**src/rtl/ifetch_queue.sv**
```systemverilog
// Instruction fetch stage: owns the fetch PC, issues in-order word requests and
// buffers {pc, instr} pairs for decode; redirects flush the buffer and drop stale responses.

module ifetch_queue_chk (
  input logic i_clk,
  input logic i_rst_n,
  input logic i_iq_push,
  input logic i_iq_full,
  input logic i_oq_push,
  input logic i_oq_full
);
  a_iq_no_overflow: assert property (@(posedge i_clk) disable iff (!i_rst_n) !(i_iq_push && i_iq_full));
  a_oq_no_overflow: assert property (@(posedge i_clk) disable iff (!i_rst_n) !(i_oq_push && i_oq_full));
endmodule

module ifetch_queue #(
  parameter logic [31:0] RESET_PC = 32'h0000_0000,
  parameter int unsigned DEPTH    = 2
) (
  input  logic        i_clk,
  input  logic        i_rst_n,
  output logic        o_imem_req_valid,
  output logic [31:0] o_imem_req_addr,
  input  logic        i_imem_req_ready,
  input  logic        i_imem_rsp_valid,
  input  logic [31:0] i_imem_rsp_data,
  input  logic        i_redirect_valid,
  input  logic [31:0] i_redirect_pc,
  output logic        o_id_valid,
  output logic [31:0] o_id_instr,
  output logic [31:0] o_id_pc,
  input  logic        i_id_ready
);
  localparam int unsigned AW = (DEPTH > 1) ? $clog2(DEPTH) : 1;
  localparam int unsigned CW = $clog2(DEPTH + 1);
  localparam logic [CW:0]   CREDIT_MAX = (CW+1)'(DEPTH);
  localparam logic [CW-1:0] CNT_FULL   = CW'(DEPTH);

  logic [31:0]   r_fetch_pc;
  logic [31:0]   r_oq [DEPTH];
  logic [AW-1:0] r_oq_rd, r_oq_wr;
  logic [31:0]   r_iq_pc [DEPTH];
  logic [31:0]   r_iq_instr [DEPTH];
  logic [AW-1:0] r_iq_rd, r_iq_wr;
  logic [CW-1:0] r_oc, r_ic, r_dc;
  logic          r_id_valid;
  logic [31:0]   r_id_pc, r_id_instr;

  logic          w_credit, w_req_valid, w_req_fire, w_rsp, w_drop, w_iq_push, w_iq_pop;
  logic [31:0]   w_oq_head, w_redirect_pc;
  logic [CW-1:0] w_ic_after_pop, w_oc_nxt, w_ic_nxt, w_dc_nxt;
  logic [AW-1:0] w_iq_rd_nxt, w_iq_wr_nxt;
  logic [31:0]   w_fetch_pc_nxt, w_head_pc_nxt, w_head_instr_nxt;

  // Credits count both in-flight requests and buffered instructions, so the buffer cannot overflow
  assign w_credit      = ({1'b0, r_oc} + {1'b0, r_ic}) < CREDIT_MAX;
  assign w_req_valid   = i_rst_n & ~i_redirect_valid & w_credit;
  assign w_req_fire    = w_req_valid & i_imem_req_ready;
  assign w_rsp         = i_imem_rsp_valid;
  assign w_drop        = (r_dc != {CW{1'b0}});
  assign w_iq_push     = w_rsp & ~w_drop & ~i_redirect_valid;
  assign w_iq_pop      = r_id_valid & i_id_ready & ~i_redirect_valid;
  assign w_oq_head     = r_oq[r_oq_rd];
  assign w_redirect_pc = i_redirect_pc & 32'hFFFF_FFFC;

  // Next-state of counters, pointers, fetch PC and the registered decode head
  always_comb begin
    w_oc_nxt       = r_oc + CW'(w_req_fire) - CW'(w_rsp);
    w_ic_after_pop = r_ic - CW'(w_iq_pop);
    if (i_redirect_valid) begin
      w_fetch_pc_nxt = w_redirect_pc;
      w_dc_nxt       = r_oc - CW'(w_rsp);
      w_ic_nxt       = {CW{1'b0}};
      w_iq_rd_nxt    = r_iq_rd;
      w_iq_wr_nxt    = r_iq_rd;
    end else begin
      w_fetch_pc_nxt = w_req_fire ? (r_fetch_pc + 32'd4) : r_fetch_pc;
      w_dc_nxt       = (w_rsp & w_drop) ? (r_dc - CW'(1'b1)) : r_dc;
      w_ic_nxt       = w_ic_after_pop + CW'(w_iq_push);
      w_iq_rd_nxt    = r_iq_rd + AW'(w_iq_pop);
      w_iq_wr_nxt    = r_iq_wr + AW'(w_iq_push);
    end
    // A push into a queue that is empty after the pop becomes the new head directly
    if (w_ic_nxt == {CW{1'b0}}) begin
      w_head_pc_nxt    = 32'h0000_0000;
      w_head_instr_nxt = 32'h0000_0000;
    end else if (w_ic_after_pop == {CW{1'b0}}) begin
      w_head_pc_nxt    = w_oq_head;
      w_head_instr_nxt = i_imem_rsp_data;
    end else begin
      w_head_pc_nxt    = r_iq_pc[w_iq_rd_nxt];
      w_head_instr_nxt = r_iq_instr[w_iq_rd_nxt];
    end
  end

  // Control state with synchronous active-low reset
  always_ff @(posedge i_clk) begin
    if (!i_rst_n) begin
      r_fetch_pc <= RESET_PC;
      r_oq_rd    <= {AW{1'b0}};
      r_oq_wr    <= {AW{1'b0}};
      r_iq_rd    <= {AW{1'b0}};
      r_iq_wr    <= {AW{1'b0}};
      r_oc       <= {CW{1'b0}};
      r_ic       <= {CW{1'b0}};
      r_dc       <= {CW{1'b0}};
      r_id_valid <= 1'b0;
      r_id_pc    <= 32'h0000_0000;
      r_id_instr <= 32'h0000_0000;
    end else begin
      r_fetch_pc <= w_fetch_pc_nxt;
      r_oq_rd    <= r_oq_rd + AW'(w_rsp);
      r_oq_wr    <= r_oq_wr + AW'(w_req_fire);
      r_iq_rd    <= w_iq_rd_nxt;
      r_iq_wr    <= w_iq_wr_nxt;
      r_oc       <= w_oc_nxt;
      r_ic       <= w_ic_nxt;
      r_dc       <= w_dc_nxt;
      r_id_valid <= (w_ic_nxt != {CW{1'b0}});
      r_id_pc    <= w_head_pc_nxt;
      r_id_instr <= w_head_instr_nxt;
    end
  end

  // Queue storage; validity is tracked by the counters, so entries need no reset
  always_ff @(posedge i_clk) begin
    if (w_req_fire) begin
      r_oq[r_oq_wr] <= r_fetch_pc;
    end
    if (w_iq_push) begin
      r_iq_pc[r_iq_wr]    <= w_oq_head;
      r_iq_instr[r_iq_wr] <= i_imem_rsp_data;
    end
  end

  assign o_imem_req_valid = w_req_valid;
  assign o_imem_req_addr  = r_fetch_pc;
  assign o_id_valid       = r_id_valid;
  assign o_id_pc          = r_id_pc;
  assign o_id_instr       = r_id_instr;

  ifetch_queue_chk u_chk (
    .i_clk     (i_clk),
    .i_rst_n   (i_rst_n),
    .i_iq_push (w_iq_push),
    .i_iq_full (r_ic == CNT_FULL),
    .i_oq_push (w_req_fire),
    .i_oq_full (r_oc == CNT_FULL)
  );
endmodule

```
**config.mk**
```make
export PLATFORM = sky130hd
export DESIGN_NAME = ifetch_queue
export DESIGN_NICKNAME = d
export VERILOG_FILES = /design/src/rtl/ifetch_queue.sv
export SDC_FILE = /design/constraint.sdc
export NUM_CORES = 1
export LEC_CHECK = 0
export ABC_CLOCK_PERIOD_IN_PS = 4240
export CORE_MARGIN = 5
export CORE_UTILIZATION = 54
export DETAILED_ROUTE_END_ITERATION = 16
export GPL_TIMING_DRIVEN = 0
export MAX_ROUTING_LAYER = met4
export PLACE_DENSITY = 0.83
export SLEW_MARGIN = 20
export SYNTH_ARGS = -nofsm -noshare
export SYNTH_HDL_FRONTEND = slang
export SYNTH_SLANG_ARGS = --single-unit
```
**constraint.sdc**
```tcl
create_clock -name i_clk -period 4.24 [get_ports i_clk]
set_input_delay 1.06 -clock i_clk [delete_from_list [all_inputs] [get_ports i_clk]]
set_output_delay 1.06 -clock i_clk [all_outputs]
set_load 0.02 [all_outputs]
```
==> flow_results.org, run 1 <==
** Outcome
- The flow ran to the end, and the final reports show no timing, DRC or antenna violations.

** Route
- Average wire per cell in the routed design :: 19.15 um
- Number of design rule violations left after detail routing :: 0
- Routed wire length :: 24600 um
- First-iteration detailed-routing DRC count :: 459
- The first detailed-routing pass took 5 iterations.
- Detailed routing inserted a total of 7067 vias.
- Once detail routing completed, the nets flagged for antenna violations numbered 0.
- After detailed routing, the number of vias per cell comes to 5.500.

** Setup path
- Along the worst path, the maximum fanout reaches 6.
- The worst setup path is captured at a primary output.
- Arrival time at the worst endpoint :: 2810 ps
- Type of the worst setup path :: input pin to primary output
- Reg-to-reg setup timing slack :: 960 ps
- STA classifies the critical path startpoint as an input pin.
- Data on the critical path is required at its endpoint by 3180 ps.

** Cells and area
- Number of nets in the final layout :: 1074
- Number of standard cells in the final layout excluding fillers :: 1285
- The sequential cells in the finished layout cover a total of 0.007607 mm2.
- Fillers :: 1403
- Multi-input gate area :: 0.003212 mm2
- Synthesis-to-finish area growth :: 26.82%
- Final Core Density :: 69.54%
- The post-route netlist has 9.467% of its cells at a drive strength greater than 1.
- Cell area after layout :: 0.01403 mm2

** Yosys
- Most common library cells after synthesis :: 184 x sky130_fd_sc_hd__edfxtp_1, 104 x sky130_fd_sc_hd__dfxtp_1, 68 x sky130_fd_sc_hd__nor2_1
- In this run the cell area of the synthesized design comes to 0.01106 mm2.
- Async set-reset flop share out of synthesis :: 0%
- Number of synthesized flops with an enable pin :: 184
- Ys Warns :: 0
- After synthesis the netlist holds a flip-flop and latch count of 288.
- After synthesis, the largest area contributor takes up 49.96% of total cell area.
- Counting every instance in the synthesized netlist gives 794.
- Most frequently used flop master after synthesis :: sky130_fd_sc_hd__edfxtp_1
- The most common cell in the synthesized netlist is sky130_fd_sc_hd__edfxtp_1.
- Biggest area contributors in the synthesized netlist :: sky130_fd_sc_hd__edfxtp_1 50%, sky130_fd_sc_hd__dfxtp_1 19%, sky130_fd_sc_hd__mux2i_1 5.8%
- Cell taking the most area after synthesis :: sky130_fd_sc_hd__edfxtp_1
- Summing the sequential cell areas from Yosys gives 68.79% of the chip area.
- After synthesis, the netlist uses 46 different library cells.
- Mean instance size in the synthesized netlist :: 13.93 um2

** CTS
- Post-CTS timing repair inserted 0 buffers for setup.
- Clock-pin slew on the worst setup and hold paths :: 60 ps
- TritonCTS built the clock tree.
- The clock passes through at most 3 buffers.
- Level count of the clock H-tree :: 1
- Clock latency on the worst-skew pair, taken at its later pin, is 530 ps.
- Number of buffers created by CTS :: 29
- CTS Sinks :: 288
- Hold-fix buffers at CTS :: 0
- Once the clock tree was built, the resizer swapped 0 gates to a different size.
- In this run the clock root is driven by a sky130_fd_sc_hd__clkbuf_16.

** Power and ir drop
- For this design the static power due to leakage is 0.005145 uW.
- Dividing total power by cell area gives a power density of 434.6 mW/mm2.
- IR Drop Worst-Case VDD :: 0.0002708 V

** Worst hold path
- In this run the worst hold path is classified as register to register.

** Timing
- Final setup violation count :: 0
- Dividing the final minimum period by the clock period gives 91.28%.
- Subtracting the final worst setup slack from the clock period gives 3870 ps.
- Highest Clock Rate :: 0.2584 GHz
- For the final routed database, the setup TNS stands at 0 ps.
- Between clock sinks in the finished design, the worst skew comes to 11.34 ps.
- Setup repair after global routing left no endpoint under its margin.
- The number of slew-limit violations in the final report came to 0.
- Final Hold Fails :: 0
- Slew @ Worst Pin :: 928.0 ps
- In this run the tightest slew margin relative to its limit is 37.72%.

** Placement
- Including well taps, the total number of placed cells is 1231.
- Detailed placement finished with a half-perimeter wire length of 16830 um.
- The placed instances occupy a cell area of 0.01315 mm2.
- Routability congestion estimate :: 0.8729
- During placement, the flow inserted port buffers numbering 160.

** GRT
- The initial antenna violation count was 1.
- All-layer global routing usage :: 21.20%
- The first global-routing pass estimated 38850 um of wire.
- Pin count of the biggest net entering global routing :: 53
- Global routing finished with a remaining overflow of 0.
- The number of global-route vias before repair was 7135.

** Floorplan
- From bottom edge to top edge, the die measures 153.1 um.
- Core region area :: 0.02017 mm2
- DIE AREA :: 0.02344 mm2
- The floorplan step set the die width to 153.1 um.
- For this configuration, the core starts out at a cell density of 54.83%.
- Count of standard-cell rows :: 52
- For this design the top-level I/O count stands at 168.

** Flow run
- Count of max-cap constraint violations :: 0
## layer usage
metal	wire length, um	vias up	track usage [%]	part of all wire [%]
li1	-	3346	-	-
met1	10230	3403	27.50	42
met2	12040	281	35.04	49
met3	1825	37	3.647	7.4
met4	511	0	5.473	2.1
met5	0	-	-	0
## worst paths after layout
kind                        from                to  depth (start not counted)
max                      i_rst_n  o_imem_req_valid                          4
min          o_imem_req_addr[30]       r_oq[1][30]                          0
max reg2reg              r_ic[0]       r_oq[1][19]                          8
min reg2reg  o_imem_req_addr[30]       r_oq[1][30]                          0
## cell families (layout without fill, tap and decap cells)
| group | after synthesis | after routing | share of synthesized area, % |
|---|---|---|---|
| flip-flops | 288 | 288 | 68.79 |
| AND/OR/NAND/NOR | 193 | 193 | 8.723 |
| AO/OA/AOI/OAI | 118 | 118 | 7.094 |
| multiplexers | 94 | 94 | 8.847 |
| buffers and inverters | 58 | 275 | 2.546 |
| XOR/XNOR | 30 | 30 | 2.546 |
| adder cells (fa/ha/maj) | 12 | 12 | 1.425 |
| other | 1 | 5 | 0.03391 |
## worst max-delay path: stages
cell,delay (ps)
sky130_fd_sc_hd__clkdlybuf4s50_1,600
sky130_fd_sc_hd__nand2b_1,110
sky130_fd_sc_hd__nor3_1,350
sky130_fd_sc_hd__clkdlybuf4s50_1,690
## flip-flops by register name, indices dropped and copies added, names as in the netlist, 2 cells and up, named ones only
register and flops:
r_oq 60, r_dc 2, o_imem_req_addr 30, r_ic 2, r_oc 2, r_iq_pc 60, o_id_instr 32, r_iq_instr 64
o_id_pc 30
## placed cells by master, fill, tap and decap left out, types with 5 or more instances in the layout
cell / Yosys / routed
sky130_fd_sc_hd__clkbuf_16: 0 / 29
sky130_fd_sc_hd__and2_1: 18 / 18
sky130_fd_sc_hd__clkdlybuf4s50_1: 0 / 160
sky130_fd_sc_hd__a211oi_1: 63 / 63
sky130_fd_sc_hd__mux2i_1: 64 / 64
sky130_fd_sc_hd__nor2b_1: 5 / 5
sky130_fd_sc_hd__dfxtp_1: 104 / 104
sky130_fd_sc_hd__ha_1: 11 / 7
sky130_fd_sc_hd__a21oi_1: 13 / 13
sky130_fd_sc_hd__xnor2_1: 19 / 19
sky130_fd_sc_hd__xor2_1: 10 / 10
sky130_fd_sc_hd__clkbuf_8: 0 / 5
sky130_fd_sc_hd__nand3_1: 13 / 13
sky130_fd_sc_hd__buf_6: 6 / 6
sky130_fd_sc_hd__edfxtp_1: 184 / 184
sky130_fd_sc_hd__nand4_1: 11 / 11
sky130_fd_sc_hd__nand2_1: 39 / 39
sky130_fd_sc_hd__nor3_1: 7 / 7
sky130_fd_sc_hd__mux2_2: 30 / 30
sky130_fd_sc_hd__nor2_1: 68 / 68
sky130_fd_sc_hd__inv_1: 11 / 11
sky130_fd_sc_hd__and3_1: 7 / 7
sky130_fd_sc_hd__o21ai_0: 29 / 29
sky130_fd_sc_hd__nor4_1: 8 / 8
sky130_fd_sc_hd__clkbuf_1: 32 / 45
## where the power goes
part,internal (uW),switching [uW]
Clock,1350,980
Sequential,3100,68.8
Combinational,268,327
Total,4720,1380
## layout make-up
cell class,instances,share of cell area (%)
clock inverter,6,0.2141
sequential,288,54.24
antenna,1,0.01784
inverter,13,0.3479
clock buffer,47,6.012
multi-input combinational,451,22.90
timing repair buffer,164,12.20
tap,270,2.409
buffer,45,1.659
## through the flow
stage	total power (uW)	hold WS (ps)	setup slack [ps]
after floorplan	3544	534.1	535.3
final	6095	548.7	369.8
after CTS	6133	547.2	416.1
after global routing	6310	562.3	327.2
after detailed placement	3821	535.6	224.9
after global placement	3791	526.1	-650.4
No activity file was read; power rests on OpenSTA's default activity.
==> inputs of run 2 (changes only) <==
- RECOVER_POWER: default -> 100
- SKIP_CTS_REPAIR_TIMING: default -> 1
==> run 2 against run 1 <==
  * Global-route usage is the same
  * Count of clock-buffer cells in the layout is the same
  * Routed wire length is essentially flat
  * Critical endpoint is now r_oq[1][19]
  * Largest power group unchanged
==> flow_results.org, run 2 (synthesized netlist as in run 1, its figures left out) <==
** Setup path
- Slowest cell delay on critical path :: 1180 ps
- Crit path max-delay family :: simple AND/OR/NAND/NOR gates
- STA puts the critical path data required time at 4470 ps.
- Critical path buffers and inverters :: 3
- The slowest stage of the critical path belongs to the cell sky130_fd_sc_hd__nor3b_1.
- Along the worst path, the maximum fanout reaches 20.
- The worst register-to-register path ends at r_oq[1][19].
- Reg-to-reg setup timing slack :: 290 ps
- Arrival time at the worst endpoint :: 4240 ps
- The number of cells on the worst reg-to-reg path is 8.
- The worst setup path is of the input pin to register kind.
- Ordered cell list for the critical path :: clkdlybuf4s50_1 > nor3b_1 > nand2_1 > inv_1 > ha_2 > buf_16
- CP startpoint kind :: input pin
- In this run the critical register-to-register path is launched from r_ic[0].
- The worst setup path is captured at a register.

** Power and ir drop
- Summed over all nets, the switching power comes to 1366 uW.
- IR Drop Worst-Case VDD :: 0.0002708 V
- The analysis attributes to cell leakage a power of 0.005422 uW.
- The internal power of the cells totals 4685 uW.
- Dividing total power by cell area gives a power density of 435.0 mW/mm2.
- Fraction of power consumed by combinational cells :: 9.2%
- The share of total power dissipated in the clock network is 38.4%.
- Net switching is 22.58% of the power.
- Of the total power, registers draw 52.4%.
- The completed layout was analyzed and its total power is 6051 uW.

** GRT
- Global-route wire length before repair :: 38850 um
- Pin count of the biggest net entering global routing :: 53
- The number of global-route vias before repair is 7135.
- The total overflow left after global routing is 0.
- Across every metal layer, demand over resource in global routing totals 21.20%.
- Number of antenna violations at the first check in global routing :: 0

** Route
- After detailed routing, the average wire length per cell comes to 19.17 um.
- Via count :: 7068
- Summed over all layers, the routed wires come to 24620 um.
- First-iteration detailed-routing DRC count :: 484
- The pre-antenna-repair detailed-routing pass consisted of 5 iterations.
- The detail route stage leaves a number of antenna-violating nets equal to 0.
- Number of design rule violations left after detail routing :: 0
- In the routed layout, each cell is associated on average with a via count of 5.505.

** Floorplan
- Starting utilization of the core area :: 54.83%
- Core region area :: 0.02017 mm2
- DIE AREA :: 0.02344 mm2
- Die Wd :: 153.1 um
- 168 I/O pins were placed.
- Vert. Die Dim :: 153.1 um
- Row generation in the floorplan step produced 52 rows.

** Cells and area
- N_diodes :: 0
- Proportion of layout cells with a drive suffix above 1 :: 5.424%
- Leaving out fill and tap cells, the most frequent cells in the layout are 184 x sky130_fd_sc_hd__edfxtp_1, 127 x sky130_fd_sc_hd__dlygate4sd3_1, 104 x sky130_fd_sc_hd__dfxtp_1, 68 x sky130_fd_sc_hd__nor2_1, 64 x sky130_fd_sc_hd__mux2i_1.
- Fillers :: 1420
- Number of nets in the final layout :: 1074
- Once layout is complete, the utilization of the core stands at 68.97%.
- Relative to the synthesized area, the layout overhead comes to 25.78%.
- Excluding fillers, the count of instances in the completed layout stands at 1284.
- Cell area after layout :: 0.01391 mm2
- Number of flip-flops in the largest register :: 64
- In the final layout, the registers with the most flip-flops are r_iq_instr (64), r_iq_pc (60), r_oq (60).
- Most frequent standard cell in the layout excluding fill and tap cells :: sky130_fd_sc_hd__edfxtp_1
- The register with the most flip-flops in the final layout is r_iq_instr.

** CTS
- Cell at the root of the clock tree :: sky130_fd_sc_hd__clkbuf_16
- Clock-pin slew on the worst setup and hold paths :: 60 ps
- Clock tree synthesis inserted a total of 29 buffers.
- The later pin in the worst-skew pair is clocked with a latency of 530 ps.
- Counting every sink on the clock net gives 288.
- Level count of the clock H-tree :: 1
- The clock passes through at most 3 buffers.
- TritonCTS built the clock tree.

** Placement
- Number of I/O port buffers :: 160
- Detailed-placement wirelength estimate :: 16830 um
- OpenSTA, run right after detailed placement, puts the worst setup slack at 224.9 ps.
- Routability-driven placement finished with a final weighted congestion of 0.8729.
- Summing all placed instances gives a cell area of 0.01315 mm2.
- The number of placed instances, taps included, is 1231.

** Worst hold path
- Worst hold path cell count :: 0
- Startpoint of the tightest hold check path :: o_imem_req_addr[24]
- Terminating pin of the worst hold path :: r_oq[0][24]
- The tightest min-delay check is of the register to register type.

** Flow run
- Across the run, the number of max-cap violations was 0.

** Timing
- Clk_skew :: 9.575 ps
- At the pin with the least slew margin, the transition time is 1474 ps.
- Based on the critical path, the design can be clocked at up to 0.2495 GHz.
- In the finished design, the share of the clock period the worst path needs comes to 94.53%.
- Setup repair after global routing left no endpoint under its margin.
- Final Hold Fails :: 0
- Final setup violation count :: 0
- Final worst-path setup slack :: 231.8 ps
- Worst rel slew slack :: 1.495%
- After layout, the minimum clock period comes to 4008 ps.
- Number of slew-limit violations in the final report :: 0

** Outcome
- The run finished with clean final reports.
run 2: cell types whose count changed in the layout (fill, tap and decap cells not counted), moves of 3 or more:
| cell | previous run | this run |
|---|---|---|
| sky130_fd_sc_hd__and2_0 | 0 | 9 |
| sky130_fd_sc_hd__and2_1 | 18 | 9 |
| sky130_fd_sc_hd__clkdlybuf4s50_1 | 160 | 33 |
| sky130_fd_sc_hd__dlygate4sd3_1 | 0 | 127 |
| sky130_fd_sc_hd__mux2_1 | 0 | 30 |
| sky130_fd_sc_hd__mux2_2 | 30 | 0 |
| sky130_fd_sc_hd__nor4_1 | 8 | 11 |
| sky130_fd_sc_hd__nor4_2 | 4 | 1 |
run 2: worst max path at each step:
stage | from | to | slack [ps] | cells past startpoint
final | i_imem_req_ready | r_oq[1][19] | 230 | 6
after global routing | r_ic[0] | r_oq[1][31] | 170 | 8
after CTS | i_rst_n | o_imem_req_valid | 420 | 4
after detailed placement | i_redirect_valid | o_id_pc[12] | 220 | 8
after global placement | i_redirect_valid | r_iq_pc[1][20] | -650 | 5
after floorplan | i_redirect_valid | r_iq_instr[1][0] | 540 | 5
run 2: worst reg2reg max path: stages (launching register included):
cell	delay, ps
sky130_fd_sc_hd__dfxtp_1	330
sky130_fd_sc_hd__inv_1	70
sky130_fd_sc_hd__nor2_1	130
sky130_fd_sc_hd__fa_1	470
sky130_fd_sc_hd__nor3b_1	1200
sky130_fd_sc_hd__nand2_1	520
sky130_fd_sc_hd__inv_1	250
sky130_fd_sc_hd__ha_2	430
sky130_fd_sc_hd__buf_16	230
run 2: power groups by stage:
stage                     combinational (uW)  sequential [uW]  clock (uW)
after CTS                                598             3170        2370
after floorplan                          286             3260           0
after global placement                   564             3230           0
final                                    558             3170        2330
after detailed placement                 593             3230           0
after global routing                     606             3180        2490
run 2: stage by stage:
stage | TNS [ps] | hold WS, ps
4_1_cts | 0 | 547.2
3_3_place_gp | -94780 | 526.1
3_5_place_dp | 0 | 535.6
5_1_grt | 0 | 559.8
6_report | 0 | 547.7
2_1_floorplan | 0 | 534.1
run 2: final cells by class:
class	count	area (um2)	share of cell area [%]
clock inverter	6	30.03	0.2159
multi-input combinational	451	3144	22.60
buffer	45	230.2	1.655
clock buffer	47	843.3	6.062
tap	270	337.8	2.429
timing repair buffer	164	1669	12.00
inverter	13	48.80	0.3508
sequential	288	7607	54.69
run 2: routing by layer:
layer	wire, um	global-route usage [%]	share of wire, %	up-vias
met3	1875	3.647	7.6	37
met1	10150	27.50	41	3430
met2	12060	35.04	49	268
li1	-	-	-	3333
met5	0	-	0	-
met4	534	5.473	2.2	0
